$ cat src/rtl/boron_pkg.sv
// Shared constants, types and round/key-schedule functions for the BORON-64/80 core.
package boron_pkg;

    localparam int DATA_W         = 64;
    localparam int KEY_W_DEFAULT  = 80;
    localparam int ROUNDS_DEFAULT = 25;

    // Nibble i of this constant is S(i): S = {E,4,B,1,7,9,C,A,D,2,0,F,8,5,3,6}
    localparam logic [63:0] SBOX    = 64'h6358_F02D_AC97_1B4E;
    localparam int          BSHUF   [8] = '{5, 4, 7, 1, 6, 0, 3, 2};
    localparam int          ROT_AMT [4] = '{1, 4, 7, 9};

    typedef enum logic {
        IDLE,
        ROUND
    } fsm_t;

    function automatic logic [3:0] s4(input logic [3:0] x);
        return SBOX[{x, 2'b00} +: 4];
    endfunction

    function automatic logic [63:0] sbox64(input logic [63:0] x);
        logic [63:0] y;
        y = '0;
        for (int i = 0; i < 16; i++) begin
            y[4*i +: 4] = s4(x[4*i +: 4]);
        end
        return y;
    endfunction

    function automatic logic [63:0] shuf64(input logic [63:0] x);
        logic [63:0] y;
        y = '0;
        for (int i = 0; i < 8; i++) begin
            y[8*i +: 8] = x[8*BSHUF[i] +: 8];
        end
        return y;
    endfunction

    function automatic logic [63:0] rot64(input logic [63:0] x);
        logic [63:0] y;
        logic [15:0] w;
        logic [31:0] t;
        y = '0;
        for (int i = 0; i < 4; i++) begin
            w = x[16*i +: 16];
            t = {w, w} << ROT_AMT[i];
            y[16*i +: 16] = t[31:16];
        end
        return y;
    endfunction

    function automatic logic [63:0] lin64(input logic [63:0] x);
        logic [15:0] w0, w1, w2, w3;
        {w3, w2, w1, w0} = x;
        return {w3 ^ w2 ^ w0, w2 ^ w0, w3 ^ w1, w3 ^ w1 ^ w0};
    endfunction

    function automatic logic [79:0] kupd80(input logic [79:0] k, input logic [4:0] rc);
        logic [79:0] r;
        r         = {k[66:0], k[79:67]};
        r[3:0]    = s4(r[3:0]);
        r[63:59]  = r[63:59] ^ rc;
        return r;
    endfunction

    // Reference encryption: the last round's output is whitened with the key after its update
    function automatic logic [63:0] boron_enc_ref(input logic [63:0] pt, input logic [79:0] key);
        logic [63:0] s, nxt, out;
        logic [79:0] k;
        s   = pt;
        k   = key;
        out = '0;
        for (int r = 1; r <= ROUNDS_DEFAULT; r++) begin
            nxt = lin64(rot64(shuf64(sbox64(s ^ k[63:0]))));
            k   = kupd80(k, r[4:0]);
            if (r == ROUNDS_DEFAULT) out = nxt ^ k[63:0];
            else                     s   = nxt;
        end
        return out;
    endfunction

endpackage

$ cat src/rtl/boron_round_core_if.sv
// Request/result bus between the system load/store logic and the BORON core.
interface boron_round_core_if;
    import boron_pkg::*;

    logic                     start_i;
    logic [DATA_W-1:0]        data_i;
    logic [KEY_W_DEFAULT-1:0] key_i;
    logic                     ready_o;
    logic                     busy_o;
    logic                     done_o;
    logic [DATA_W-1:0]        data_o;

    modport master (output start_i, data_i, key_i, input  ready_o, busy_o, done_o, data_o);
    modport slave  (input  start_i, data_i, key_i, output ready_o, busy_o, done_o, data_o);

endinterface

$ cat src/rtl/boron_round_fn.sv
// One combinational BORON round: AddRoundKey, S-box, byte shuffle, word rotate, XOR mix.
module boron_round_fn
    import boron_pkg::*;
(
    input  logic [DATA_W-1:0] state,
    input  logic [DATA_W-1:0] rk,
    output logic [DATA_W-1:0] nxt
);

    assign nxt = lin64(rot64(shuf64(sbox64(state ^ rk))));

endmodule

$ cat src/rtl/boron_round_core.sv
// Iterative BORON-64/80 encryption core: one round per clock plus final key whitening.
module boron_round_core
    import boron_pkg::*;
#(
    parameter int ROUNDS = ROUNDS_DEFAULT,
    parameter int KEY_W  = KEY_W_DEFAULT
) (
    input logic               clk_i,
    input logic               rst_ni,
    boron_round_core_if.slave bus
);

    fsm_t              fsm_q, fsm_d;
    logic [4:0]        rc_q;
    logic [DATA_W-1:0] state_q, data_q, nxt;
    logic [KEY_W-1:0]  key_q, key_nxt;
    logic              done_q;
    logic              load;
    logic              last;

    boron_round_fn u_round (
        .state (state_q),
        .rk    (key_q[63:0]),
        .nxt   (nxt)
    );

    assign key_nxt = kupd80(key_q, rc_q);
    assign last    = (rc_q == 5'(ROUNDS));

    always_comb begin
        fsm_d = fsm_q;
        load  = 1'b0;
        case (fsm_q)
            IDLE: begin
                if (bus.start_i) begin
                    load  = 1'b1;
                    fsm_d = ROUND;
                end
            end
            ROUND: begin
                if (last) fsm_d = IDLE;
            end
            default: fsm_d = IDLE;
        endcase
    end

    always_ff @(posedge clk_i) begin
        if (!rst_ni) fsm_q <= IDLE;
        else         fsm_q <= fsm_d;
    end

    // The final round writes only the output register, so state_q keeps round 24's value
    always_ff @(posedge clk_i) begin
        if (!rst_ni) begin
            state_q <= '0;
            key_q   <= '0;
            rc_q    <= '0;
            data_q  <= '0;
            done_q  <= 1'b0;
        end else begin
            done_q <= 1'b0;
            if (load) begin
                state_q <= bus.data_i;
                key_q   <= bus.key_i;
                rc_q    <= 5'd1;
            end else if (fsm_q == ROUND) begin
                key_q <= key_nxt;
                if (last) begin
                    data_q <= nxt ^ key_nxt[63:0];
                    done_q <= 1'b1;
                end else begin
                    state_q <= nxt;
                    rc_q    <= rc_q + 5'd1;
                end
            end
        end
    end

    assign bus.ready_o = (fsm_q == IDLE);
    assign bus.busy_o  = (fsm_q == ROUND);
    assign bus.done_o  = done_q;
    assign bus.data_o  = data_q;

endmodule

$ cat src/flat_wrapper.sv
// flat-port wrapper written by rule: the top's interface ports become plain ports
module boron_round_core_flat import boron_pkg::*;
#(
    parameter int ROUNDS = ROUNDS_DEFAULT,
    parameter int KEY_W  = KEY_W_DEFAULT
)
  (clk_i, rst_ni, bus_start_i, bus_data_i, bus_key_i, bus_ready_o, bus_busy_o, bus_done_o, bus_data_o);
  boron_round_core_if bus_i ();
  input logic clk_i;
  input logic rst_ni;
  input wire logic [$bits(bus_i.start_i)-1:0] bus_start_i;
  input wire logic [$bits(bus_i.data_i)-1:0] bus_data_i;
  input wire logic [$bits(bus_i.key_i)-1:0] bus_key_i;
  output wire logic [$bits(bus_i.ready_o)-1:0] bus_ready_o;
  output wire logic [$bits(bus_i.busy_o)-1:0] bus_busy_o;
  output wire logic [$bits(bus_i.done_o)-1:0] bus_done_o;
  output wire logic [$bits(bus_i.data_o)-1:0] bus_data_o;
  assign bus_i.start_i = bus_start_i;
  assign bus_i.data_i = bus_data_i;
  assign bus_i.key_i = bus_key_i;
  assign bus_ready_o = bus_i.ready_o;
  assign bus_busy_o = bus_i.busy_o;
  assign bus_done_o = bus_i.done_o;
  assign bus_data_o = bus_i.data_o;
  boron_round_core #(.ROUNDS(ROUNDS), .KEY_W(KEY_W)) u_core (.clk_i(clk_i), .rst_ni(rst_ni), .bus(bus_i));
endmodule
$ cat config.mk
export PLATFORM = sky130hd
export DESIGN_NAME = boron_round_core_flat
export DESIGN_NICKNAME = d
export VERILOG_FILES = /design/src/rtl/boron_pkg.sv /design/src/rtl/boron_round_core_if.sv /design/src/rtl/boron_round_fn.sv /design/src/rtl/boron_round_core.sv /design/src/flat_wrapper.sv
export SDC_FILE = /design/constraint.sdc
export NUM_CORES = 1
export LEC_CHECK = 0
export BUFFER_PORTS_ARGS = -buffer_cell sky130_fd_sc_hd__buf_2
export CAP_MARGIN = 20
export CORE_MARGIN = 2
export CORE_UTILIZATION = 30
export DETAILED_ROUTE_END_ITERATION = 8
export PLACE_DENSITY_LB_ADDON = 0.12
export SKIP_LAST_GASP = 1
export SLEW_MARGIN = 20
export SYNTH_ARGS = -nofsm -noshare
export SYNTH_HDL_FRONTEND = slang
export SYNTH_HIERARCHICAL = 1
export SYNTH_SLANG_ARGS = --single-unit
$ cat constraint.sdc
create_clock -name clk_i -period 2.8 [get_ports clk_i]
set_input_delay 0.42 -clock clk_i [delete_from_list [all_inputs] [get_ports clk_i]]
set_output_delay 0.42 -clock clk_i [all_outputs]
set_load 0.01 [all_outputs]
==> Word-level counts from Yosys, hierarchy flattened <==
Cells that the tools add are included.
Widths: inputs -> output; s select.
{ "classes": {"shifts": 17, "reduce_logical": 6, "n_eq_ne": 2, "n_mux": 13, "add_sub_neg": 1, "bitwise": 12} }
{ "ops": {"columns": ["operator", "n"], "rows": [
  ["$shiftx 64x7->4 const A", 17],
  ["$mux 64", 3],
  ["$mux 80", 2],
  ["$xor 64x64->64", 2],
  ["$xor 16x16->16", 5],
  ["$mux 1", 7],
  ["$add 5x1->5 const B", 1],
  ["$eq 5x5->1 const B", 1],
  ["$xor 5x5->5", 1],
  ["$not 1->1", 4],
  ["$reduce_and 2->1", 2],
  ["$reduce_and 3->1", 1],
  ["$reduce_or 3->1", 1],
  ["$ne 2x1->1 const B", 1],
  ["$pmux 1 s2", 1],
  ["$reduce_bool 2->1", 1],
  ["$reduce_or 2->1", 1]
]} }
{ "word_totals": {"output_inout_bits": 67, "register_bits": 215, "wordCells": 58, "input_bits": 147} }

==> Longest topological paths before layout <==
{ "depth": {"word_depth": 7, "mapped_depth": 10, "ltp_nobuf": 10} }

==> Cells and area by module <==
Netlist, hierarchy kept.
{ "modules_own_cells": {"columns": ["module", "area_each_um2", "seq_area_each_um2", "cells_per_inst", "n_inst"], "rows": [
  ["boron_round_core", 9841.9, 4304.1, 1061, 1],
  ["boron_round_fn", 3111.7, 0.0, 432, 1]
]} }

==> Least setup slack after synthesis <==
No wires, ideal clock.
{ "synth_path": {"path_type": "register to register", "start": "reg u_core.key_q[21]", "end": "reg u_core.state_q[8]", "period_less_slack_ns": 2.432, "required_ns": 2.719, "path_stages_with_launch": 9, "arrival_ns": 2.350, "path_buffers": 0, "slack_ns": 0.368, "setup_ns": 0.081, "cell_sequence": "dfxtp_1 xor2_1 inv_1 ha_1 mux4_2 xnor2_1 xor2_1 mux2i_1 a211oi_2"} }
{ "synth_between": {"elab_chain_cells": 7} }
{ "synth_lines": {"columns": ["element", "line_no", "text"], "rows": [
  ["from (decl)", "boron_round_core.sv:16", "logic [KEY_W-1:0] key_q, key_nxt;"],
  ["from (signal assigned)", "boron_round_core.sv:64", "key_q <= bus.key_i;"],
  ["from (signal assigned)", "boron_round_core.sv:67", "key_q <= key_nxt;"],
  ["$xor 64x64->64", "boron_round_fn.sv:10", "assign nxt = lin64(rot64(shuf64(sbox64(state ^ rk))));"],
  ["$shiftx 64x7->4", "boron_pkg.sv:19", "return SBOX[{x, 2'b00} +: 4];"],
  ["$xor 16x16->16", null, null],
  ["via u_core.nxt[24]", "boron_round_core.sv:15", "logic [DATA_W-1:0] state_q, data_q, nxt;"],
  ["$xor 16x16->16", "boron_pkg.sv:56", "return {w3 ^ w2 ^ w0, w2 ^ w0, w3 ^ w1, w3 ^ w1 ^ w0};"],
  ["via u_core.nxt[8]", "boron_round_core.sv:15", null],
  ["$mux 64", "boron_round_core.sv:68", "if (last) begin"],
  ["$mux 64", "boron_round_core.sv:66", "end else if (fsm_q == ROUND) begin"],
  ["$mux 64", "boron_round_core.sv:62", "if (load) begin"],
  ["to (signal assigned)", "boron_round_core.sv:63", "state_q <= bus.data_i;"],
  ["to (signal assigned)", "boron_round_core.sv:72", "state_q <= nxt;"],
  ["to (decl)", "boron_round_core.sv:15", null]
]} }
The timed path passes the listed nets, and every way through them passes these cells. The select of a mux whose other input is x is not followed.
A chain may end at the register's enable or synchronous reset.

==> Worst setup path after layout <==
{ "layout_path": {"start": "reg u_core.key_q[47]", "end": "reg u_core.state_q[56]"} }
{ "layout_between": {"elab_chain_cells": 6} }
{ "layout_lines": {"columns": ["element", "line_no"], "rows": [
  ["$xor 64x64->64", "boron_round_fn.sv:10"],
  ["$shiftx 64x7->4", "boron_pkg.sv:19"],
  ["$xor 16x16->16", "boron_pkg.sv:56"],
  ["via u_core.nxt[56]", "boron_round_core.sv:15"],
  ["$mux 64", "boron_round_core.sv:68"],
  ["$mux 64", "boron_round_core.sv:66"],
  ["$mux 64", "boron_round_core.sv:62"]
]} }
The timed path passes the listed nets, and every way through them passes these cells. The select of a mux whose other input is x is not followed.

==> impl.org <==
** Global route
- The via count of the first global-routing pass is 10900.
- Initial antenna violation count :: 0
- Global routing used 22.1% of the available tracks across all layers.
- Remaining Overflow, GRT :: 0
- Entering global routing, the biggest net connects 80 pins.
- The first global-routing pass estimated 72300 um of wire.

** Timing
- Total setup violations reported at the end of the flow :: 0
- Final Critical Period :: 2710 ps
- Dividing the final minimum period by the clock period gives 97.0%.
- The total count of max-transition violations in the final report was 0.
- Highest clock rate :: 0.368 GHz
- The final hold violation count is 0.
- Post-Route Skew :: 8.92 ps
- On the final layout, the worst hold slack is 226 ps.
- Final worst slack :: 85.2 ps
- For the pin with the worst max-slew slack, the measured transition is 1030 ps.
- Setup repair after global routing left no endpoint under its margin.
- Tightest slew margin relative to the limit :: 31.1%

** Setup path
- Slowest Stage Delay on Critical Path :: 550 ps
- Of all nets on the critical path, the largest fanout is 6.
- The critical path is of the flip-flop to flip-flop type.
- Traced cell by cell, the critical path runs through xnor2_1 -> nor3_1 -> o21ai_0 -> nand2_1 -> xor2_2 -> xnor2_1 -> mux2i_1 -> a211oi_2.
- Cell type with the highest occurrence count on the critical path :: sky130_fd_sc_hd__xnor2_1
- The worst setup path is captured at a flip-flop.
- Arrival time of the worst setup path :: 3190 ps
- The largest individual stage delay along the critical path comes from the cell sky130_fd_sc_hd__xnor2_1.
- Required time worst endpoint :: 3270 ps
- The worst setup path is launched from a flip-flop.

** Pwr
- Summing internal, switching and leakage power gives 26.1 mW.
- In this run the power density over the cells is 1600 nW/um2.
- Reported leakage power :: 6.80 nW
- Across the VDD grid, the largest voltage drop is 0.801 mV.

** Floorplanning
- For this configuration, the core starts out at a cell density of 30.2%.
- In this run the count of I/O pins placed on the die edge is 214.
- The die covers 44900 um2.
- The die is 212 um wide.
- In this run the core area contains 76 standard-cell rows.
- Total core area :: 42900 um2
- Die Span Y :: 212 um

** Flow run
- Max-cap viol count :: 0

** Run status
- The flow ran to the end, and the final reports show no timing, DRC or antenna violations.

** Finish
- Area growth syn-to-layout :: 25.9%
- Cells fill 38.0% of the core in the end.
- Summing all flip-flop and latch instances after layout gives 4310 um2.
- 0 antenna diodes ended up in the layout.
- In the final design database the tool counted 1930 nets.
- After filler insertion, the fill cell instance count of the layout stands at 4446.
- Footprint of the multi-input gates :: 8250 um2
- Once layout is complete, the cells apart from fillers number 2375.
- Proportion of layout cells with a drive suffix above 1 :: 25.9%

** Synth
- Cell taking the most area after synthesis :: sky130_fd_sc_hd__dfxtp_1
- Post-Syn Nets :: 1653
- Yosys attributes the largest share of cell area to sky130_fd_sc_hd__dfxtp_1, sky130_fd_sc_hd__xnor2_1, sky130_fd_sc_hd__mux2i_1.
- Summing the areas of all compound-gate instances in the mapped netlist gives 17.1% of the synthesized area.
- Post-synth design cell area :: 13000 um2
- Of the post-synthesis cell area, the dominant cell type holds 33.2%.
- Synthesis produced 1493 cells.
- By count the netlist is led by sky130_fd_sc_hd__nor2_1, sky130_fd_sc_hd__dfxtp_1, sky130_fd_sc_hd__xnor2_1, sky130_fd_sc_hd__mux2i_1, sky130_fd_sc_hd__a21oi_1.
- Each instance of the synthesized netlist takes up on average 8.68 um2.
- Adder-cell share of the synthesized area :: 1.26%
- Post-synthesis share of cell area spent on and, or, nand and nor gates :: 13.6%
- The synthesized netlist contains 53 unique library cells.
- In the synthesized netlist the async set-or-reset flop fraction comes to 0%.
- Multiplexer share of the synthesized area :: 12.6%
- Sequential area share after synthesis :: 33.2%
- During synthesis, Yosys emitted a total of 6 warnings.
- Synthesized-area fraction occupied by xor and xnor cells :: 18.3%
- After synthesis, the largest family of logic cells by area is XOR/XNOR gates.
- After synthesis the netlist holds a flip-flop and latch count of 215.
- Among all flip-flop cells after synthesis, the most frequent one is sky130_fd_sc_hd__dfxtp_1.
- Leading cell type by number of instances after synthesis :: sky130_fd_sc_hd__nor2_1
- Number of synthesized flops with an enable pin :: 0

** Routing
- After detailed routing, the total wire length is 50400 um.
- Detailed routing inserted a total of 11500 vias.
- Before antenna repair, the detailed router went through 5 iterations.
- ANT nets after route :: 0
- In the routed design, unresolved DRC markers number 0.
- Initial DRC count :: 769
- In the final routed layout, each cell accounts on average for 21.2 um.
- Drt via density :: 4.85

** Worst hold path
- The min-delay analysis places its worst path in the category input port to flip-flop.

** Clock network
- TritonCTS built the clock tree.
- Setup bufs post-CTS :: 0
- Clock-pin slew was measured on the worst setup and hold paths at 60 ps.
- CTS saw 215 sinks.
- In this run, CTS created clock tree buffers numbering 27.
- The number of gates resized after CTS was 2.
- Max clock buf depth :: 3
- Clock latency on the worst-skew pair, taken at its later pin, is 550 ps.
- Post-CTS Hold Buffers :: 0
- In this run the number of H-tree levels came out at 1.
- The root buffer cell chosen for the clock tree is sky130_fd_sc_hd__clkbuf_16.

** Placement
- Routability Congestion :: 0.846
- Count of buffers inserted at the top-level ports :: 213
- Pre-CTS setup slack :: -98.9 ps
- Including well taps, the total number of placed cells is 2326.
- Once detailed placement completed, the half-perimeter wirelength came to 39000 um.
==> sequential cells by signal, summed over array words and instances (netlist names) <==
signal,flops
u_core/key_q,80
u_core/bus.data_o,64
u_core/state_q,64
u_core/rc_q,5
u_core/bus.busy_o,1
u_core/bus.done_o,1
==> power breakdown <==
part | switching (mW) | total (mW) | internal, mW
registers | 0.478 | 4.04 | 3.56
logic | 10.2 | 18.4 | 8.14
clock network | 1.44 | 3.65 | 2.20
total | 12.1 | 26.1 | 13.9
==> cell families after synthesis <==
logic type | after synthesis
and+or+nand+nor | 434
AOI/OAI and AO/OA | 304
xor gates and xnor gates | 266
DFF | 215
muxes | 157
buffers and inverters | 104
adders and majority gates | 13
==> critical path: cells and delay by family (launching register included) <==
| family | cells | cell delay (ps) |
|---|---|---|
| multiplexers | 1 | 180 |
| XOR/XNOR | 3 | 1250 |
| AO/OA/AOI/OAI | 2 | 450 |
| flip-flops | 1 | 400 |
| AND/OR/NAND/NOR | 2 | 370 |
==> cell type report <==
type                            count  share of cell area (%)
Clock buffer                       41                    4.83
Multi-Input combinational cell   1174                    50.6
Timing Repair Buffer              335                    12.5
Tap cell                          585                    4.49
Inverter                           17                   0.422
Clock inverter                      8                   0.721
Sequential cell                   215                    26.4
==> metrics by stage <==
| stage | TNS [ps] | area [um2] |
|---|---|---|
| after global routing | 0 | 16300 |
| after global placement | -170 | 15300 |
| final | 0 | 16300 |
| after CTS | 0 | 16200 |
| after floorplan | 0 | 13000 |
| after detailed placement | -153 | 15300 |
==> metal layers <==
metal / global-route usage, % / part of all wire [%]
met5: 0 / 0
met4: 6.58 / 3.2
met3: 2.60 / 3.9
met2: 36.6 / 47
met1: 30.1 / 46
==> final timing paths <==
kind / cells past startpoint / startpoint / slack (ps) / end
setup / recovery: 8 / u_core/key_q[47] / 90 / u_core/state_q[56]
hold reg to reg: 2 / u_core/bus.data_o[59] / 450 / u_core/bus.data_o[59]
setup reg to reg: 8 / u_core/key_q[47] / 90 / u_core/state_q[56]
hold / removal: 5 / bus_key_i[78] / 230 / u_core/key_q[78]
==> placed cells by master (no fill, tap or decap), drive strengths merged, types with 3 or more instances in the layout <==
cell type  instances
a211oi           146
a21oi             99
a31oi              6
and2               5
buf              335
bufinv             3
clkbuf            41
clkinv             4
dfxtp            215
ha                13
inv               17
mux2               4
mux2i            149
mux4               4
nand2             62
nand2b             4
nand3             13
nand4              3
nor2             317
nor2b              9
nor3              12
o211ai             9
o21ai             28
o221ai             3
xnor2            195
xor2              71
No activity file was read; power rests on OpenSTA's default activity.
